File: config.mk
export PLATFORM = sky130hd
export DESIGN_NAME = pilsr_rx
export DESIGN_NICKNAME = d
export VERILOG_FILES = /design/src/rtl/pilsr_pkg.sv /design/src/rtl/pilsr_rx_shift.sv /design/src/rtl/pilsr_rx.sv
export SDC_FILE = /design/constraint.sdc
export NUM_CORES = 1
export LEC_CHECK = 0
export ABC_AREA = 1
export ABC_CLOCK_PERIOD_IN_PS = 1400
export CAP_MARGIN = 10
export CELL_PAD_IN_SITES_DETAIL_PLACEMENT = 1
export CELL_PAD_IN_SITES_GLOBAL_PLACEMENT = 1
export CORE_MARGIN = 1.5
export CORE_UTILIZATION = 32
export CTS_CLUSTER_SIZE = 16
export DETAILED_ROUTE_END_ITERATION = 10
export DONT_BUFFER_PORTS = 1
export GPL_TIMING_DRIVEN = 0
export PLACE_DENSITY_LB_ADDON = 0.25
export SLEW_MARGIN = 20
export SYNTH_ARGS = -nofsm -noshare
export SYNTH_HDL_FRONTEND = slang
export SYNTH_SLANG_ARGS = --single-unit
File: constraint.sdc
create_clock -name c -period 1.4 [get_ports c]
set_input_delay 0.14 -clock c [delete_from_list [all_inputs] [get_ports c]]
set_output_delay 0.14 -clock c [all_outputs]
set_load 0.1 [all_outputs]
File: src/rtl/pilsr_pkg.sv
// rtl/pilsr_pkg.sv - shared types and constants for the pilsr serial link
package pilsr_pkg;

    // Word length shared by the pilsr transmitter and the pilsr_rx receiver.
    localparam int PILSR_WIDTH = 4;

    // Receiver FSM: IDLE while the bit count is 0, RECV while a word is partly received.
    typedef enum logic {
        IDLE = 1'b0,
        RECV = 1'b1
    } rx_state_t;

    // Width of a bit counter that runs 0..width-1.
    function automatic int cntWidth(input int width);
        return $clog2(width);
    endfunction

endpackage

File: src/rtl/pilsr_rx_shift.sv
// rtl/pilsr_rx_shift.sv - MSB-first shift register and bit counter for pilsr_rx
//
// Ports:
//   c         clock, rising edge
//   r         asynchronous active-low reset
//   shiftEn   strobe: sample shiftIn on this edge
//   shiftIn   serial data bit (MSB of a word first)
//   clear     synchronous abort of the partial word, overrides shiftEn
//   partial   registered shift-register contents
//   busy      registered: a partial word is in progress
//   wordDone  combinational: this edge samples the last bit of a word
//   wordData  combinational: the word completed on this edge
module pilsr_rx_shift
    import pilsr_pkg::*;
#(
    parameter int WIDTH = PILSR_WIDTH
) (
    input  logic             c,
    input  logic             r,
    input  logic             shiftEn,
    input  logic             shiftIn,
    input  logic             clear,
    output logic [WIDTH-1:0] partial,
    output logic             busy,
    output logic             wordDone,
    output logic [WIDTH-1:0] wordData
);

    localparam int CW = cntWidth(WIDTH);
    localparam logic [CW-1:0] LAST = CW'(WIDTH - 1);

    rx_state_t        state;
    rx_state_t        stateNext;
    logic [CW-1:0]    count;
    logic [CW-1:0]    countNext;
    logic [WIDTH-1:0] shiftReg;
    logic [WIDTH-1:0] shiftNext;
    logic [WIDTH-1:0] shifted;

    assign shifted  = {shiftReg[WIDTH-2:0], shiftIn};
    assign wordData = shifted;
    assign partial  = shiftReg;
    assign busy     = (state == RECV);

    always_ff @(posedge c or negedge r) begin
        if (!r) begin
            state    <= IDLE;
            count    <= '0;
            shiftReg <= '0;
        end else begin
            state    <= stateNext;
            count    <= countNext;
            shiftReg <= shiftNext;
        end
    end

    always_comb begin
        stateNext = state;
        countNext = count;
        shiftNext = shiftReg;
        wordDone  = 1'b0;
        if (clear) begin
            stateNext = IDLE;
            countNext = '0;
            shiftNext = '0;
        end else if (shiftEn) begin
            case (state)
                IDLE: begin
                    // WIDTH >= 2, so the first bit never completes a word.
                    stateNext = RECV;
                    countNext = CW'(1);
                    shiftNext = shifted;
                end
                RECV: begin
                    if (count == LAST) begin
                        // Word complete: hand it up and restart from an empty register.
                        wordDone  = 1'b1;
                        stateNext = IDLE;
                        countNext = '0;
                        shiftNext = '0;
                    end else begin
                        countNext = count + CW'(1);
                        shiftNext = shifted;
                    end
                end
                default: begin
                    stateNext = IDLE;
                    countNext = '0;
                    shiftNext = '0;
                end
            endcase
        end
    end

endmodule

File: src/rtl/pilsr_rx.sv
// rtl/pilsr_rx.sv - serial-in parallel-out receiver for the pilsr stream
//
// Ports:
//   c          clock, rising edge
//   r          asynchronous active-low reset
//   shiftEn    serial bit strobe
//   shiftIn    serial data bit, MSB first
//   clear      synchronous abort of the partial word; clears overrun
//   wordReady  consumer accepts wordOut this cycle
//   wordOut    last completed word (holding register)
//   wordValid  wordOut holds an unconsumed word
//   overrun    sticky: a completed word was dropped
//   busy       a partial word is in progress
//   partial    live shift-register contents
module pilsr_rx
    import pilsr_pkg::*;
#(
    parameter int WIDTH = PILSR_WIDTH
) (
    input  logic             c,
    input  logic             r,
    input  logic             shiftEn,
    input  logic             shiftIn,
    input  logic             clear,
    input  logic             wordReady,
    output logic [WIDTH-1:0] wordOut,
    output logic             wordValid,
    output logic             overrun,
    output logic             busy,
    output logic [WIDTH-1:0] partial
);

    logic             wordDone;
    logic [WIDTH-1:0] wordData;
    logic             holdFree;

    pilsr_rx_shift #(
        .WIDTH(WIDTH)
    ) u_shift (
        .c        (c),
        .r        (r),
        .shiftEn  (shiftEn),
        .shiftIn  (shiftIn),
        .clear    (clear),
        .partial  (partial),
        .busy     (busy),
        .wordDone (wordDone),
        .wordData (wordData)
    );

    // A pending word being consumed this cycle frees the slot for a word completing on the same edge.
    assign holdFree = !wordValid || wordReady;

    always_ff @(posedge c or negedge r) begin
        if (!r) begin
            wordOut   <= '0;
            wordValid <= 1'b0;
            overrun   <= 1'b0;
        end else begin
            if (wordDone && holdFree) begin
                wordOut   <= wordData;
                wordValid <= 1'b1;
            end else if (wordValid && wordReady) begin
                wordValid <= 1'b0;
            end

            // clear suppresses wordDone, so the two never collide here.
            if (clear) begin
                overrun <= 1'b0;
            end else if (wordDone && !holdFree) begin
                overrun <= 1'b1;
            end
        end
    end

endmodule

==> impl_metrics.toml <==
[sta]
setup_viol = 0
max_slew.worst_pin.slew_ns = 0.8895
fmax_mhz = 742.0
fin_crit_sh = 0.9626
finalClockSkew_ns = 0.002716
relSlewSlack = 0.4070
hold_viol = 0
hold_slack_ns = 0.02049
min_period_ns = 1.348
rsz0062_at_grt = "no"
slew_violations = 0

[setup_path]
required_ns = 1.26
cp-end-kind = "output pin"
crit_arrival_ns = 1.21
crit_path_max_fanout = 2
start_kind = "flop"
critPathKind = "reg2out"

[clock_tree]
clock-root-buffer = "clkbuf_4"
cts_inserted_buffers = 3
clock_path_buffers = 2
cts.sink_count = 13
clk_pin_slew_ns = 0.08
cts_tree = "built"
insertion_delay_ns = 0.27
htreeDepth = 1

[drt]
vias = 421
drc = 0
wire_per_inst_um = 13.24
ant_nets = 0
via_per_inst = 4.953
drt_pass1_iterations = 2
first_iter_violations = 1
routed_wl_um = 1125

[placement]
place_congestion = 0.6586
io_buffers = 0
place_hpwl_um = 823.4
place_area_sq_um = 583.1
dp_cells = 79

[grt]
first_global_vias = 437
track_usage = 0.1320
grt_pass1_wl_um = 1876
gr-total-overflow = 0
antenna_found_initial = 0
grt_max_degree = 14

[logic_synthesis]
yosysUniqueCellTypes = 11
yosysTopAreaCell = "dfrtp_1"
ys_seq_area_frac = 0.5804
ys.warnings.count = 0
synthCells = 63
yosysTopAreaCellShare = 0.5804
syn_avg_cell_area_sq_um = 8.897
ys_ff_latch = 13
synth_nets = 70
synth_area_leaders = "dfrtp_1 58%, nand2_1 20%, nand3_1 7.1%, nor2_4 4.0%, ha_1 2.2%"
synth_area_sq_um = 560.5

[final_layout]
antenna_cells = 0
drive_above_1_share = 0.2174
fin_util = 0.4079
nets = 77
final_area_sq_um = 643.1
area_growth_syn_to_layout_pct = 14.73
fin_cells = 85

[status]
status = "finished, final reports clean"

[job]
maxCapViolations = 0

[floorplanning]
io_pins = 17
core_area_sq_um = 1577
die_h_um = 44.86
dieWidth_um = 44.86
num_rows = 14
die_area_sq_um = 2012
initial_core_util = 0.3556

[power_and_ir_drop]
power_leakage_uw = 0.0003423
p_per_area_nw_per_um2 = 1128
finalPower_uw = 725.7
worst_ir_drop_vdd_uv = 472.7

[min_path]
min_path_type = "in2reg"
-- flip-flops by register name, summed over array words and instances, names as in the netlist --
register and count:
u_shift.partial 4, wordOut 4, wordValid 1, overrun 1, u_shift.count 2, u_shift.busy 1
-- metrics by stage --
| step | setup TNS, ns | setup WS, ns |
|---|---|---|
| after floorplan | 0 | 0.05615 |
| after global placement | -0.3029 | -0.07960 |
| after detailed placement | -0.3436 | -0.08774 |
| after CTS | 0 | 0.03925 |
| after global routing | 0 | 0.01417 |
| final | 0 | 0.05232 |
-- power by group --
part | leakage, uW | internal [uW] | total, uW | switching [uW]
Sequential | 0.000169 | 386 | 454 | 67.3
Combinational | 0.000158 | 13.7 | 38.9 | 25.2
Clock | 0.0000150 | 110 | 233 | 123
-- layer usage --
metal,vias up,wire length (um),track usage
met5,-,0,0
met1,197,511,0.1612
met2,11,567,0.2174
met3,0,46,0.04000
met4,0,0,0.05294
li1,213,-,-
-- cells by family after synthesis --
| logic type | count (synthesis) | share of synthesized area |
|---|---|---|
| AO/OA/AOI/OAI | 2 | 0.01786 |
| adder cells (fa/ha/maj) | 1 | 0.02232 |
| buffers and inverters | 4 | 0.02680 |
| flip-flops | 13 | 0.5804 |
| AND/OR/NAND/NOR | 43 | 0.3527 |
-- cell type report --
class	count	area, sq um
flip-flops and latches	13	336.6
fillers	187	933.4
well taps	16	20.02
inverters	4	15.01
multi-input cells	46	225.2
clock buffers	4	26.28
repair buffers	2	20.02
-- synthesized netlist by cell type (all sizes together) --
library cell   n
o21ai          2
nand3          9
dfrtp         13
inv            4
ha             1
nor2           3
nand2         31
-- placed cells by master (no fill, tap or decap), drive strengths merged --
master / count
dfrtp: 13
clkbuf: 4
nand2: 31
nand3: 9
nor2: 3
o21ai: 2
dlygate4sd3: 2
inv: 4
ha: 1
-- worst paths after layout --
kind	from	end	slack, ns	cells after the start
worst max-delay path	u_shift.partial[3]	partial[3]	0.05	0
worst min-delay path	clear	overrun	0.02	3
worst max register to register	wordValid	wordOut[0]	0.13	4
worst min register to register	u_shift.count[1]	u_shift.count[1]	0.51	2
max in group asynchronous	r	u_shift.busy	0.63	1
min in group asynchronous	r	wordOut[1]	0.31	1
-- timing repair --
| item | 4_1_cts | 5_1_grt |
|---|---|---|
| hold endpoints to repair | 15 | 0 |
| hold buffers | 2 | 0 |
| buffers inserted | 0 | 0 |
| gates resized for setup | 4 | 2 |
| endpoints found under the setup margin | 8 | 4 |
(Power assumes the default switching activity.)
